--- src/rtl/inst_fetch_pkg.sv ---
// Shared types and constants for the RV32I instruction fetch stage.
// The response FIFO entry holds the instruction word together with its PC.
package inst_fetch_pkg;

    localparam logic [31:0] RESET_PC_DEFAULT = 32'h0000_0000;
    localparam logic [31:0] INST_NOP         = 32'h0000_0013;
    localparam logic [31:0] PC_STEP          = 32'd4;

    typedef enum logic {
        S_IDLE = 1'b0,
        S_RUN  = 1'b1
    } fetch_state_t;

    typedef struct packed {
        logic [31:0] pc;
        logic [31:0] inst;
    } fetch_entry_t;

    // Instruction addresses are always word aligned; the low two bits are dropped.
    function automatic logic [31:0] align_pc(input logic [31:0] addr);
        return addr & 32'hFFFF_FFFC;
    endfunction

endpackage

--- src/rtl/inst_fetch_if.sv ---
// Bus bundle of the fetch stage: instruction-memory request/response,
// redirect input from branch resolution and the valid/ready path to decode.
interface inst_fetch_if;

    logic        imem_req_valid;
    logic        imem_req_ready;
    logic [31:0] imem_req_addr;
    logic        imem_rsp_valid;
    logic [31:0] imem_rsp_data;
    logic        redirect_valid;
    logic [31:0] redirect_pc;
    logic        inst_valid;
    logic        inst_ready;
    logic [31:0] inst;
    logic [31:0] inst_pc;

    modport master (
        output imem_req_valid,
        input  imem_req_ready,
        output imem_req_addr,
        input  imem_rsp_valid,
        input  imem_rsp_data,
        input  redirect_valid,
        input  redirect_pc,
        output inst_valid,
        input  inst_ready,
        output inst,
        output inst_pc
    );

    modport slave (
        input  imem_req_valid,
        output imem_req_ready,
        input  imem_req_addr,
        output imem_rsp_valid,
        output imem_rsp_data,
        output redirect_valid,
        output redirect_pc,
        input  inst_valid,
        output inst_ready,
        input  inst,
        input  inst_pc
    );

endinterface

--- src/rtl/inst_fetch_fifo.sv ---
// Small synchronous FIFO of {pc, inst} entries buffering instruction-memory
// responses; clear empties it in one cycle and overrides push/pop.
module fetch_fifo
    import inst_fetch_pkg::*;
#(
    parameter  int DEPTH = 2,
    localparam int AW    = $clog2(DEPTH),
    localparam int CW    = AW + 1
) (
    input  logic          clk,
    input  logic          rst_n,
    input  logic          push,
    input  fetch_entry_t  push_data,
    input  logic          pop,
    input  logic          clear,
    output logic          full,
    output logic          empty,
    output logic [CW-1:0] count,
    output fetch_entry_t  head
);

    fetch_entry_t   mem [DEPTH];
    logic [AW-1:0]  wr_ptr;
    logic [AW-1:0]  rd_ptr;
    logic           do_push;
    logic           do_pop;

    assign full    = (count == CW'(DEPTH));
    assign empty   = (count == '0);
    assign do_push = push & ~full;
    assign do_pop  = pop & ~empty;
    assign head    = mem[rd_ptr];

    // Storage is reset too so the decode-facing outputs read zero out of reset.
    always_ff @(posedge clk or negedge rst_n) begin
        if (!rst_n) begin
            wr_ptr <= '0;
            rd_ptr <= '0;
            count  <= '0;
            for (int i = 0; i < DEPTH; i++) begin
                mem[i] <= '0;
            end
        end else if (clear) begin
            wr_ptr <= '0;
            rd_ptr <= '0;
            count  <= '0;
        end else begin
            if (do_push) begin
                mem[wr_ptr] <= push_data;
                wr_ptr      <= wr_ptr + 1'b1;
            end
            if (do_pop) begin
                rd_ptr <= rd_ptr + 1'b1;
            end
            case ({do_push, do_pop})
                2'b10:   count <= count + 1'b1;
                2'b01:   count <= count - 1'b1;
                default: count <= count;
            endcase
        end
    end

endmodule

--- src/rtl/inst_fetch.sv ---
// RV32I instruction fetch stage: owns the PC, issues credit-limited fetches,
// buffers in-order responses and flushes stale work on branch redirects.
module inst_fetch
    import inst_fetch_pkg::*;
#(
    parameter logic [31:0] RESET_PC   = RESET_PC_DEFAULT,
    parameter int          FIFO_DEPTH = 2
) (
    input  logic         clk,
    input  logic         rst_n,
    input  logic         fetch_en,
    inst_fetch_if.master bus
);

    localparam int CW = $clog2(FIFO_DEPTH) + 1;

    fetch_state_t  state;
    fetch_state_t  state_next;
    logic [31:0]   pc;
    logic [31:0]   rsp_pc;
    logic [31:0]   redirect_target;
    logic [CW-1:0] outstanding;
    logic [CW-1:0] drop_cnt;
    logic [CW-1:0] fifo_count;
    logic [CW-1:0] rsp_dec;
    logic [CW:0]   credit_used;
    logic          req_valid;
    logic          req_fire;
    logic          rsp_keep;
    logic          fifo_push;
    logic          fifo_pop;
    logic          fifo_full;
    logic          fifo_empty;
    fetch_entry_t  rsp_entry;
    fetch_entry_t  fifo_head;

    assign redirect_target = align_pc(bus.redirect_pc);
    assign credit_used     = {1'b0, outstanding} + {1'b0, fifo_count};
    assign rsp_dec         = CW'(bus.imem_rsp_valid);
    assign req_fire        = req_valid & bus.imem_req_ready;
    assign rsp_keep        = bus.imem_rsp_valid & (drop_cnt == '0);
    assign fifo_push       = rsp_keep & ~bus.redirect_valid;
    assign fifo_pop        = ~fifo_empty & bus.inst_ready & ~bus.redirect_valid;
    assign rsp_entry       = '{pc: rsp_pc, inst: bus.imem_rsp_data};

    always_ff @(posedge clk or negedge rst_n) begin
        if (!rst_n) begin
            state <= S_IDLE;
        end else begin
            state <= state_next;
        end
    end

    // Outstanding plus buffered fetches never exceed the FIFO depth, so every
    // response has a slot waiting and the memory side needs no back-pressure.
    always_comb begin
        state_next = state;
        req_valid  = 1'b0;
        case (state)
            S_IDLE: begin
                if (fetch_en) begin
                    state_next = S_RUN;
                end
            end
            S_RUN: begin
                if (!fetch_en) begin
                    state_next = S_IDLE;
                end
                req_valid = ~bus.redirect_valid
                          & (credit_used < (CW + 1)'(FIFO_DEPTH));
            end
            default: state_next = S_IDLE;
        endcase
    end

    // A redirect wins over everything: the in-flight requests still to answer
    // (minus one arriving right now) become words to throw away.
    always_ff @(posedge clk or negedge rst_n) begin
        if (!rst_n) begin
            pc          <= RESET_PC;
            rsp_pc      <= RESET_PC;
            outstanding <= '0;
            drop_cnt    <= '0;
        end else if (bus.redirect_valid) begin
            pc          <= redirect_target;
            rsp_pc      <= redirect_target;
            outstanding <= outstanding - rsp_dec;
            drop_cnt    <= outstanding - rsp_dec;
        end else begin
            if (req_fire) begin
                pc <= pc + PC_STEP;
            end
            outstanding <= outstanding + CW'(req_fire) - rsp_dec;
            if (bus.imem_rsp_valid) begin
                if (drop_cnt != '0) begin
                    drop_cnt <= drop_cnt - 1'b1;
                end else begin
                    rsp_pc <= rsp_pc + PC_STEP;
                end
            end
        end
    end

    fetch_fifo #(
        .DEPTH (FIFO_DEPTH)
    ) u_fetch_fifo (
        .clk       (clk),
        .rst_n     (rst_n),
        .push      (fifo_push),
        .push_data (rsp_entry),
        .pop       (fifo_pop),
        .clear     (bus.redirect_valid),
        .full      (fifo_full),
        .empty     (fifo_empty),
        .count     (fifo_count),
        .head      (fifo_head)
    );

    assign bus.imem_req_valid = req_valid;
    assign bus.imem_req_addr  = pc;
    assign bus.inst_valid     = ~fifo_empty;
    assign bus.inst           = fifo_head.inst;
    assign bus.inst_pc        = fifo_head.pc;

    a_credit_bound: assert property (@(posedge clk) disable iff (!rst_n)
        credit_used <= (CW + 1)'(FIFO_DEPTH));
    a_rsp_expected: assert property (@(posedge clk) disable iff (!rst_n)
        bus.imem_rsp_valid |-> (outstanding != '0));
    a_drop_bound: assert property (@(posedge clk) disable iff (!rst_n)
        drop_cnt <= outstanding);
    a_no_overflow: assert property (@(posedge clk) disable iff (!rst_n)
        !(fifo_push && fifo_full));

endmodule

--- src/flat_wrapper.sv ---
// flat-port wrapper written by rule: the top's interface ports become plain ports
module inst_fetch_flat import inst_fetch_pkg::*;
#(
    parameter logic [31:0] RESET_PC   = RESET_PC_DEFAULT,
    parameter int          FIFO_DEPTH = 2
)
  (clk, rst_n, fetch_en, bus_imem_req_valid, bus_imem_req_ready, bus_imem_req_addr, bus_imem_rsp_valid, bus_imem_rsp_data, bus_redirect_valid, bus_redirect_pc, bus_inst_valid, bus_inst_ready, bus_inst, bus_inst_pc);
  inst_fetch_if bus_i ();
  input  logic clk;
  input  logic rst_n;
  input  logic fetch_en;
  output wire logic [$bits(bus_i.imem_req_valid)-1:0] bus_imem_req_valid;
  input wire logic [$bits(bus_i.imem_req_ready)-1:0] bus_imem_req_ready;
  output wire logic [$bits(bus_i.imem_req_addr)-1:0] bus_imem_req_addr;
  input wire logic [$bits(bus_i.imem_rsp_valid)-1:0] bus_imem_rsp_valid;
  input wire logic [$bits(bus_i.imem_rsp_data)-1:0] bus_imem_rsp_data;
  input wire logic [$bits(bus_i.redirect_valid)-1:0] bus_redirect_valid;
  input wire logic [$bits(bus_i.redirect_pc)-1:0] bus_redirect_pc;
  output wire logic [$bits(bus_i.inst_valid)-1:0] bus_inst_valid;
  input wire logic [$bits(bus_i.inst_ready)-1:0] bus_inst_ready;
  output wire logic [$bits(bus_i.inst)-1:0] bus_inst;
  output wire logic [$bits(bus_i.inst_pc)-1:0] bus_inst_pc;
  assign bus_imem_req_valid = bus_i.imem_req_valid;
  assign bus_i.imem_req_ready = bus_imem_req_ready;
  assign bus_imem_req_addr = bus_i.imem_req_addr;
  assign bus_i.imem_rsp_valid = bus_imem_rsp_valid;
  assign bus_i.imem_rsp_data = bus_imem_rsp_data;
  assign bus_i.redirect_valid = bus_redirect_valid;
  assign bus_i.redirect_pc = bus_redirect_pc;
  assign bus_inst_valid = bus_i.inst_valid;
  assign bus_i.inst_ready = bus_inst_ready;
  assign bus_inst = bus_i.inst;
  assign bus_inst_pc = bus_i.inst_pc;
  inst_fetch #(.RESET_PC(RESET_PC), .FIFO_DEPTH(FIFO_DEPTH)) u_core (.clk(clk), .rst_n(rst_n), .fetch_en(fetch_en), .bus(bus_i));
endmodule
--- config.mk ---
export PLATFORM = sky130hd
export DESIGN_NAME = inst_fetch_flat
export DESIGN_NICKNAME = d
export VERILOG_FILES = /design/src/rtl/inst_fetch_pkg.sv /design/src/rtl/inst_fetch_if.sv /design/src/rtl/inst_fetch_fifo.sv /design/src/rtl/inst_fetch.sv /design/src/flat_wrapper.sv
export SDC_FILE = /design/constraint.sdc
export NUM_CORES = 1
export LEC_CHECK = 0
export CORE_MARGIN = 4
export CORE_UTILIZATION = 64
export DETAILED_ROUTE_END_ITERATION = 8
export DONT_BUFFER_PORTS = 1
export PLACE_DENSITY = 0.78
export SLEW_MARGIN = 10
export SYNTH_ARGS = -nofsm -noshare
export SYNTH_HDL_FRONTEND = slang
export SYNTH_HIERARCHICAL = 1
export SYNTH_SLANG_ARGS = --single-unit
--- constraint.sdc ---
create_clock -name clk -period 4 [get_ports clk]
set_clock_uncertainty 0.05 [all_clocks]
set_input_delay 0.8 -clock clk [delete_from_list [all_inputs] [get_ports clk]]
set_output_delay 0.8 -clock clk [all_outputs]
set_load 0.1 [all_outputs]
==> out/results.txt, run 1 <==
Reg2reg path depth = 11
DP Area = 9880 sq um
Sequential fraction of the synthesis area = 51.5%
RSZ-0062 raised after global routing = no
Worst-case clock buffer depth = 2
Final setup viols = 0
Post-route design area = 10,500 sq um
Initial Utilization = 65.6%
Hold WC Path Type = input port to async pin
Flop-to-flop setup slack = 0.82 ns
Final hold violations = 0
Setup CP Type = register to register
Leak = 4.79 nW
Wirelength per Cell = 21.7 microns
Cells after Synth = 758
Power Density = 825 nW/um^2
FFs w/ async S/R, synth = 100%
Clock transition at the registers of the reported paths = 0.07 ns
Commonest non-fill, non-tap cell in the layout = dfrtp_1
Vias = 6,229
Utilization after layout = 72.3%
Post-DP HPWL = 14,200 microns
WP data arrival = 3.47 ns
Most frequent cells in the layout = dfrtp_1, mux2_2, mux2_4
Yosys top cell by area = dfrtp_1
TritonCTS Buffers = 17
Global-route wire length before repair = 33,200 microns
Final period util = 79.4%
Worst-Skew Late Latency = 0.42 ns
Largest net degree at the start of global routing = 198
Initial DRC Count = 420
Setup WS post-layout = 0.824 ns
CTS Root Cell = clkbuf_16
Worst R2R Start = u_core/u_fetch_fifo/count[0]$_DFFE_PN0P_
Iteration count of the initial detailed-routing pass = 5
Share of cells above drive strength 1 = 33.5%
Number of synthesized flops with an enable pin = 0
Startpoint types = register
Prevailing post-synth register cell = dfrtp_1
VDD IR-drop max = 0.412 mV
# H-tree levels = 4
Normalized max-slew margin = 31.3%
Vias per cell = 6.36
Die height = 130 microns
Gpl congestion = 0.892
CORE AREA = 14,600 sq um
Port bufs = 0
Slew at the pin with the worst max-slew slack = 1.03 ns
Rows = 44
Mapped Area = 9570 sq um
Highest clock rate = 315 MHz
Reg-to-Reg End = u_core/outstanding[1]$_DFF_PN0_
Syn avg cell area = 12.6 sq um
Outcome = finished clean
Worst-path fanout max = 27
Fin crit period = 3.18 ns
DIE AREA = 17,000 sq um
Crit end category = register
Antenna Nets Post-Route = 0
GRT Util Overall = 25.0%
Synth warnings = 6
DRT Wirelength = 21,200 microns
Dominant cells by area after synthesis = dfrtp_1, mux2_2, mux2_4
Dpl ws = 0.851 ns
Hold slack = 0.149 ns
Initial antenna violation count = 0
Pins Over Slew Limit = 0
CP Data Required Time = 4.30 ns
Clock sink count = 197
Grt ovf = 0
Die Wd = 130 microns
Total negative slack = 0 ns
Drc violations = 0
CTS tree = done
Fill cells = 956
Synthesis-stage register bit count = 197
Vias in the first global route = 6,374
Max-cap violations = 0
Nets = 860
Top Ports = 169
Area delta synth->final = 10.1%
Diode count = 0
Number of distinct library cells after synthesis = 45
Synth top area share = 51.5%
-- metal layers --
layer | track usage, % | part of all wire (%) | vias to the layer above
met3 | 8.19 | 8.3 | 24
met5 | 0 | 0 | -
met4 | 6.60 | 1.4 | 0
met2 | 39.8 | 48 | 224
li1 | - | - | 2802
met1 | 33.3 | 43 | 3179
-- synthesized netlist by cell type (all sizes together) (2+ instances only) --
master,number
nand3,26
xnor2,9
o311ai,16
ha,6
and3,11
nand2b,3
or4b,2
or3,2
nor3,5
clkbuf,16
a41oi,2
a31oi,5
inv,15
nand2,58
nor4,5
o211ai,16
and2,5
nor2,21
nand4,24
buf,21
nand3b,2
a21o,2
xor2,27
and4,6
dfrtp,197
mux2,192
o21ai,47
a21oi,9
-- where the power goes --
group,internal [mW],switching (mW)
clock,0.901,0.757
sequential,2.56,0.402
combinational,0.884,3.20
total,4.34,4.36
-- how the worst max path moves through the flow --
| stage | from | end | slack, ns |
|---|---|---|---|
| CTS | u_core/u_fetch_fifo/count[0]$_DFFE_PN0P_ | bus_imem_req_valid | 0.83 |
| global placement | u_core/u_fetch_fifo/count[0]$_DFFE_PN0P_ | u_core/outstanding[1]$_DFF_PN0_ | 0.99 |
| floorplan | u_core/u_fetch_fifo/count[0]$_DFFE_PN0P_ | u_core/outstanding[1]$_DFF_PN0_ | 0.19 |
| global route | u_core/u_fetch_fifo/count[0]$_DFFE_PN0P_ | u_core/outstanding[1]$_DFF_PN0_ | 0.59 |
| detailed placement | u_core/u_fetch_fifo/count[0]$_DFFE_PN0P_ | u_core/outstanding[1]$_DFF_PN0_ | 0.85 |
| finish | u_core/u_fetch_fifo/count[0]$_DFFE_PN0P_ | u_core/outstanding[1]$_DFF_PN0_ | 0.82 |
-- registers in the layout, summed over array words and instances (netlist names) --
signal and flops:
u_core/bus.imem_req_addr 30, u_core/drop_cnt 2, u_core/outstanding 2, u_core/rsp_pc 30
u_core/state 1, u_core/u_fetch_fifo/count 2, u_core/u_fetch_fifo/mem 128, u_core/u_fetch_fifo/rd_ptr 1
u_core/u_fetch_fifo/wr_ptr 1
-- cell families (layout without fill, tap and decap cells) --
group	count (synthesis)	in the layout	share of synthesized area, %
AO/OA/AOI/OAI	99	99	6.47
XOR/XNOR	36	36	3.29
adder cells (fa/ha/maj)	7	7	0.993
buffers and inverters	52	84	2.84
flip-flops	197	197	51.5
multiplexers	193	193	25.0
other	1	6	0.0392
AND/OR/NAND/NOR	173	173	9.83
-- repair_timing --
| item | in CTS | in global routing |
|---|---|---|
| resized for setup | 0 | 0 |
| hold buffers | 0 | 4 |
| endpoints found under the hold margin | 0 | 18 |
| setup buffers | 0 | 0 |
-- worst max-delay path: stages, from the launching register on --
cell,delay (ns)
dfrtp_1,0.45
and2_1,0.18
fa_1,0.48
nor4b_4,0.41
and2_1,0.22
inv_2,0.19
ha_1,0.35
inv_1,0.05
ha_1,0.18
xnor2_1,0.13
o21ai_0,0.24
xor2_1,0.17
-- layout make-up --
type / count / area (sq um) / share of cell area [%]
clock inverter: 13 / 121 / 1.15
clock buffer: 19 / 453 / 4.30
multi-input combinational: 514 / 4390 / 41.7
timing repair buffer: 37 / 358 / 3.39
sequential: 197 / 4930 / 46.8
tap: 184 / 230 / 2.18
inverter: 15 / 56.3 / 0.534
-- metrics by stage --
| step | instances | power, mW |
|---|---|---|
| global route | 979 | 9.02 |
| finish | 979 | 8.70 |
| global placement | 943 | 6.91 |
| CTS | 975 | 8.70 |
| floorplan | 763 | 6.64 |
| detailed placement | 943 | 7.02 |
Power figures use the tool's default switching activity.
==> inputs of run 2 (changes only) <==
==> constraint.sdc (replaced) <==
create_clock -name clk -period 3.3 [get_ports clk]
set_clock_uncertainty 0.05 [all_clocks]
set_input_delay 0.66 -clock clk [delete_from_list [all_inputs] [get_ports clk]]
set_output_delay 0.66 -clock clk [all_outputs]
set_load 0.1 [all_outputs]
==> run 2 against run 1 <==
The run now ends with negative hold slack left. Clock power increased by 22%. Cell count decreased by 0.20%. Utilization decreased by 0.33 points. Setup slack got worse by 0.62 ns. Sequential power increased by 19%. First-iteration DRC count increased by 16%. Cell area decreased by 0.46%. Power increased by 21%. Critical path depth decreased by 3.
==> out/results.txt, run 2 (synthesis gave the netlist of run 1 again) <==
CTS tree = done (unchanged)
Setup CP Type = register to register (unchanged)
Iteration count of the initial detailed-routing pass = 7 (was 5)
Flip-flop and latch area = 4930 sq um (unchanged)
Most frequent cells in the layout = dfrtp_1, mux2_2, mux2_4 (unchanged)
Comb power frac = 47.2% (was 46.9%)
Area delta synth->final = 9.63% (was 10.1%)
Net Sw Frac = 49.2% (was 50.1%)
Initial antenna violation count = 1 (was 0)
CORE AREA = 14,600 sq um (unchanged)
Initial DRC Count = 486 (was 420)
Area of the multi-input gates = 4410 sq um (was 4390 sq um)
WP data arrival = 3.35 ns (was 3.47 ns)
RSZ-0062 raised after global routing = no (unchanged)
Sequential power share = 33.6% (was 34.0%)
Worst-Skew Late Latency = 0.43 ns (was 0.42 ns)
Global-route wire length before repair = 33,700 microns (was 33,200 microns)
Met3 Use GR = 8.60% (was 8.19%)
Commonest non-fill, non-tap cell in the layout = dfrtp_1 (unchanged)
Power Density = 1000 nW/um^2 (was 825 nW/um^2)
GRT Util Overall = 25.4% (was 25.0%)
Busiest grt layer = met2 (unchanged)
Gpl congestion = 0.875 (was 0.892)
Nets = 860 (unchanged)
Reg-to-Reg End = u_core/bus.imem_req_addr[11]$_DFFE_PN0P_ (was u_core/outstanding[1]$_DFF_PN0_)
Grt ovf = 0 (unchanged)
Leak = 4.77 nW (was 4.79 nW)
Reg2reg path depth = 8 (was 11)
Clock group share of total power = 19.2% (was 19.1%)
Highest clock rate = 323 MHz (was 315 MHz)
Largest net degree at the start of global routing = 198 (unchanged)
Utilization after layout = 71.9% (was 72.3%)
Vias = 6,186 (was 6,229)
DRT Wirelength = 21,000 microns (was 21,200 microns)
Hold slack = -0.123 ns (was 0.149 ns)
Top reg by flops = u_core/u_fetch_fifo/mem (unchanged)
CP Depth = 8 (was 11)
Met2 GRT Util = 38.7% (was 39.8%)
Rows = 44 (unchanged)
Hold WC Path Type = input port to async pin (unchanged)
GR Layer Usage met1 = 34.5% (was 33.3%)
Highest-delay cell along the critical path = nor2_1 (was fa_1)
Crit end category = register (unchanged)
DIE AREA = 17,000 sq um (unchanged)
Internal = 5.34 mW (was 4.34 mW)
Startpoint types = register (unchanged)
Vias in the first global route = 6,467 (was 6,374)
Worst-path fanout max = 17 (was 27)
TritonCTS Buffers = 17 (unchanged)
VDD IR-drop max = 0.433 mV (was 0.412 mV)
Share of cells above drive strength 1 = 33.3% (was 33.5%)
Final period util = 93.8% (was 79.4%)
Crit path max-delay family = simple AND/OR/NAND/NOR gates (was adder cells)
CTS Root Cell = clkbuf_16 (unchanged)
Total negative slack = 0 ns (unchanged)
Post-CTS Setup Bufs = 0 (unchanged)
Clock transition at the registers of the reported paths = 0.07 ns (about the same)
Most Frequent Cell on Critical Path = and2_1
Wirelength per Cell = 21.5 microns (was 21.7 microns)
Flop-to-flop setup slack = 0.20 ns (was 0.82 ns)
Post-DP HPWL = 14,100 microns (was 14,200 microns)
Normalized max-slew margin = 23.5% (was 31.3%)
Die Wd = 130 microns (unchanged)
Fill cells = 969 (was 956)
Die height = 130 microns (unchanged)
CP Data Required Time = 3.55 ns (was 4.30 ns)
Slew at the pin with the worst max-slew slack = 1.14 ns (was 1.03 ns)
Drc violations = 0 (unchanged)
Worst-case clock buffer depth = 2 (unchanged)
Violated checks = negative hold slack
Final setup viols = 0 (unchanged)
Psw = 5.16 mW (was 4.36 mW)
Pins Over Slew Limit = 0 (unchanged)
Clock sink count = 197 (unchanged)
PostCTS Resize Cnt = 0 (unchanged)
Final hold violations = 197 (was 0)
Crit-path cells = and2_1 > fa_1 > nor4b_4 > and2_1 > buf_4 > nor2_1 > o21ai_0 > o311ai_0 (was and2_1 > fa_1 > nor4b_4 > and2_1 > inv_2 > ha_1 > inv_1 > ha_1 > xnor2_1 > o21ai_0 > xor2_1)
Antenna Nets Post-Route = 0 (unchanged)
Initial Utilization = 65.6% (unchanged)
CP peak stage delay = 0.87 ns (was 0.48 ns)
Buf+Inv Stages, Crit Path = 1 (was 2)
Outcome = complete, but fails checks (was finished clean)
Top Ports = 169 (unchanged)
Max FFs per register = 128 (unchanged)
Vias per cell = 6.33 (was 6.36)
Worst R2R Start = u_core/u_fetch_fifo/count[0]$_DFFE_PN0P_ (unchanged)
Port bufs = 0 (unchanged)
Max-cap violations = 0 (unchanged)
Fin crit period = 3.10 ns (was 3.18 ns)
# H-tree levels = 4 (unchanged)
## run 2: cell types whose count changed in the layout (fill, tap and decap cells not counted), sizes merged
cell,change
inv,-5
bufinv,+1
clkbuf,+2
diode,+1
dlygate4sd3,-1
clkinv,-1
buf,+1
## run 2: worst max path at each step
stage                                              from                                        to  slack (ns)
3_5_place_dp   u_core/u_fetch_fifo/count[0]$_DFFE_PN0P_   u_core/bus.imem_req_addr[8]$_DFFE_PN0P_        0.30
6_report       u_core/u_fetch_fifo/count[0]$_DFFE_PN0P_  u_core/bus.imem_req_addr[11]$_DFFE_PN0P_        0.20
3_3_place_gp   u_core/u_fetch_fifo/count[0]$_DFFE_PN0P_  u_core/bus.imem_req_addr[11]$_DFFE_PN0P_        0.37
4_1_cts        u_core/u_fetch_fifo/count[0]$_DFFE_PN0P_                        bus_imem_req_valid        0.24
5_1_grt        u_core/u_fetch_fifo/count[0]$_DFFE_PN0P_  u_core/bus.imem_req_addr[26]$_DFFE_PN0P_        0.02
2_1_floorplan  u_core/u_fetch_fifo/count[0]$_DFFE_PN0P_           u_core/outstanding[1]$_DFF_PN0_       -0.43
## run 2: area by class of cell
class | instances | area share [%]
sequential | 197 | 47.0
multi-input combinational | 514 | 42.0
clock buffer | 21 | 4.48
timing repair buffer | 37 | 2.77
tap | 184 | 2.19
clock inverter | 8 | 0.978
inverter | 15 | 0.584
antenna | 1 | 0.0238
## run 2: metrics by stage
| step | total power, mW | hold slack (ns) | cells | worst slack, ns | instance area (sq um) |
|---|---|---|---|---|---|
| floorplan | 8.06 | 0.314 | 763 | -0.435 | 9620 |
| global placement | 8.39 | 0.319 | 947 | 0.367 | 9920 |
| detailed placement | 8.52 | 0.319 | 947 | 0.296 | 9920 |
| CTS | 10.6 | -0.142 | 976 | 0.236 | 10500 |
| global route | 10.9 | -0.153 | 977 | 0.0154 | 10500 |
| finish | 10.5 | -0.123 | 977 | 0.205 | 10500 |
## run 2: power by group through the flow
stage | sequential, mW | combinational [mW] | clock [mW]
4_1_cts | 3.53 | 4.97 | 2.07
5_1_grt | 3.61 | 5.12 | 2.16
3_5_place_dp | 3.57 | 4.95 | 0
2_1_floorplan | 3.76 | 4.30 | 0
6_report | 3.53 | 4.95 | 2.02
3_3_place_gp | 3.50 | 4.90 | 0
## run 2: metal layers
layer	up-vias	part of all wire (%)
li1	2798	-
met5	-	0
met2	227	46
met1	3138	42
met3	23	9.9
met4	0	1.5
==> inputs of run 3 (changes only) <==
--- a/config.mk
+++ b/config.mk
@@ -5,11 +5,12 @@
 export SDC_FILE = /design/constraint.sdc
 export NUM_CORES = 1
 export LEC_CHECK = 0
+export CAP_MARGIN = 10
 export CORE_MARGIN = 4
 export CORE_UTILIZATION = 64
 export DETAILED_ROUTE_END_ITERATION = 8
 export DONT_BUFFER_PORTS = 1
-export PLACE_DENSITY = 0.78
+export PLACE_DENSITY_LB_ADDON = 0.05
 export SLEW_MARGIN = 10
 export SYNTH_ARGS = -nofsm -noshare
 export SYNTH_HDL_FRONTEND = slang
==> run 3 against run 2 <==
The flow still finishes with violations (negative hold slack). Clock power increased by 8%. Register-to-register slack improved by 0.21 ns. Die area unchanged. Sequential power about the same. Worst hold slack got worse by 0.0082 ns. Power increased by 1.5%. Flip-flop and latch count unchanged. Critical path depth decreased by 3. Maximum frequency increased by 5.2%. Sequential share of layout area decreased by 0.48 points. Critical endpoint is now bus_imem_req_valid.
==> out/results.txt, run 3 (synthesis gave the netlist of run 1 again) <==
Total negative slack = 0 ns (unchanged)
Highest-delay cell along the critical path = fa_1 (was nor2_1)
Internal = 5.41 mW (was 5.34 mW)
CP Data Required Time = 2.59 ns (was 3.55 ns)
Nets = 862 (was 860)
Startpoint types = register (unchanged)
Final period util = 89.1% (was 93.8%)
Global-route wire length before repair = 33,600 microns (was 33,700 microns)
Crit end category = output port (was register)
Max FFs per register = 128 (unchanged)
Vias = 6,247 (was 6,186)
Sequential power share = 33.1% (was 33.6%)
GRT Util Overall = 25.6% (was 25.4%)
Worst-Skew Late Latency = 0.42 ns (was 0.43 ns)
Hold WC Path Type = input port to async pin (unchanged)
DIE AREA = 17,000 sq um (unchanged)
Normalized max-slew margin = 32.6% (was 23.5%)
CTS tree = done (unchanged)
Commonest non-fill, non-tap cell in the layout = dfrtp_1 (unchanged)
Crit-path cells = and2_1 > fa_1 > nor4b_4 > buf_4 > buf_16 (was and2_1 > fa_1 > nor4b_4 > and2_1 > buf_4 > nor2_1 > o21ai_0 > o311ai_0)
Iteration count of the initial detailed-routing pass = 5 (was 7)
Dpl ws = 0.186 ns (was 0.296 ns)
Vias per cell = 6.37 (was 6.33)
Psw = 5.25 mW (was 5.16 mW)
Comb power frac = 46.5% (was 47.2%)
Clock group share of total power = 20.4% (was 19.2%)
Violated checks = negative hold slack (unchanged)
Busiest grt layer = met2 (unchanged)
Final setup viols = 0 (unchanged)
Final hold violations = 197 (unchanged)
Net Sw Frac = 49.3% (was 49.2%)
Setup CP Type = register to output port (was register to register)
# H-tree levels = 4 (unchanged)
Area delta synth->final = 10.8% (was 9.63%)
Highest clock rate = 340 MHz (was 323 MHz)
Post-DP HPWL = 14,500 microns (was 14,100 microns)
CORE AREA = 14,600 sq um (unchanged)
Grt ovf = 0 (unchanged)
Gpl congestion = 0.867 (was 0.875)
Met3 Use GR = 7.82% (was 8.60%)
TritonCTS Buffers = 17 (unchanged)
Fin crit period = 2.94 ns (was 3.10 ns)
Diode count = 0 (was 1)
VDD IR-drop max = 0.505 mV (was 0.433 mV)
Worst-path fanout max = 8 (was 17)
CP peak stage delay = 0.48 ns (was 0.87 ns)
Rows = 44 (unchanged)
Share of cells above drive strength 1 = 33.9% (was 33.3%)
Initial Utilization = 65.6% (unchanged)
Initial DRC Count = 530 (was 486)
Slew at the pin with the worst max-slew slack = 1.01 ns (was 1.14 ns)
Largest net degree at the start of global routing = 198 (unchanged)
Vias in the first global route = 6,298 (was 6,467)
Clock transition at the registers of the reported paths = 0.07 ns (about the same)
Power Density = 1010 nW/um^2 (was 1000 nW/um^2)
Port bufs = 0 (unchanged)
Clock sink count = 197 (unchanged)
CTS Root Cell = clkbuf_16 (unchanged)
Top Ports = 169 (unchanged)
Worst-case clock buffer depth = 2 (unchanged)
GR Layer Usage met1 = 35.3% (was 34.5%)
Met2 GRT Util = 38.9% (was 38.7%)
Antenna Nets Post-Route = 0 (unchanged)
Drc violations = 0 (unchanged)
WP data arrival = 2.23 ns (was 3.35 ns)
Outcome = complete, but fails checks (unchanged)
Pins Over Slew Limit = 0 (unchanged)
Setup WS post-layout = 0.359 ns (was 0.205 ns)
Hold slack = -0.131 ns (was -0.123 ns)
Most frequent cells in the layout = dfrtp_1, mux2_2, mux2_4 (unchanged)
Wirelength per Cell = 21.8 microns (was 21.5 microns)
DRT Wirelength = 21,400 microns (was 21,000 microns)
Max-cap violations = 0 (unchanged)
Top reg by flops = u_core/u_fetch_fifo/mem (unchanged)
Die Wd = 130 microns (unchanged)
RSZ-0062 raised after global routing = no (unchanged)
Die height = 130 microns (unchanged)
Initial antenna violation count = 0 (was 1)
Leak = 4.82 nW (was 4.77 nW)
## run 3: cell count changes in the layout (fill, tap and decap cells not counted), moves of 2 or more
cell	delta
inv_8	+4
buf_12	+2
inv_6	+2
clkbuf_8	-3
## run 3: metrics by stage
step | hold slack (ns) | total power [mW] | area, sq um | util (%) | instances
after global routing | -0.162 | 11.0 | 10600 | 72.7 | 981
final | -0.131 | 10.7 | 10600 | 72.7 | 981
after global placement | 0.319 | 8.40 | 9980 | 68.4 | 949
after CTS | -0.146 | 10.7 | 10600 | 72.7 | 981
after detailed placement | 0.319 | 8.53 | 9980 | 68.4 | 949
after floorplan | 0.314 | 8.06 | 9620 | - | 763
## run 3: power by group through the flow
stage          logic [mW]  clock network (mW)  registers, mW
3_5_place_dp         4.96                   0           3.57
2_1_floorplan        4.30                   0           3.76
5_1_grt              5.12                2.32           3.61
6_report             4.96                2.18           3.52
3_3_place_gp         4.90                   0           3.50
4_1_cts              4.98                2.21           3.53
## run 3: worst paths after layout
| kind | to | startpoint | depth (start not counted) | slack (ns) |
|---|---|---|---|---|
| worst min register to register | u_core/u_fetch_fifo/mem[95]$_DFFE_PN0P_ | u_core/u_fetch_fifo/mem[95]$_DFFE_PN0P_ | 1 | 0.43 |
| worst min-delay path | u_core/u_fetch_fifo/mem[3]$_DFFE_PN0P_ | rst_n | 0 | -0.13 |
| worst max register to register | u_core/outstanding[1]$_DFF_PN0_ | u_core/u_fetch_fifo/count[0]$_DFFE_PN0P_ | 11 | 0.41 |
| worst max-delay path | bus_imem_req_valid | u_core/u_fetch_fifo/count[0]$_DFFE_PN0P_ | 5 | 0.36 |
| min in group clk | u_core/state$_DFF_PN0_ | fetch_en | 0 | 0.21 |
| max in group asynchronous | u_core/rsp_pc[30]$_DFFE_PN0P_ | rst_n | 0 | 3.08 |
## run 3: layer usage
metal / routed length [microns] / vias to the layer above
met2: 10000 / 232
li1: - / 2812
met5: 0 / -
met3: 1860 / 29
met1: 9170 / 3174
met4: 396 / 0
## run 3: area by class of cell
class	instances	area, sq um
inverters	15	61.3
clock buffers	18	429
multi-input cells	514	4410
repair buffers	39	350
clock inverters	14	191
fillers	1020	3990
flip-flops and latches	197	4930
well taps	184	230
## run 3: what timing repair did
item | in CTS | in global routing
setup endpoints to repair | 0 | 3
resized for setup | 0 | 1
buffers inserted | 0 | 0
endpoints found under the hold margin | 197 | 197
## run 3: worst max-delay path, delay by kind of cell, from the launching register on
kind,cells,cell delay [ns]
simple gates,2,0.50
flops,1,0.46
buf+inv,2,0.36
fa+ha+maj,1,0.48
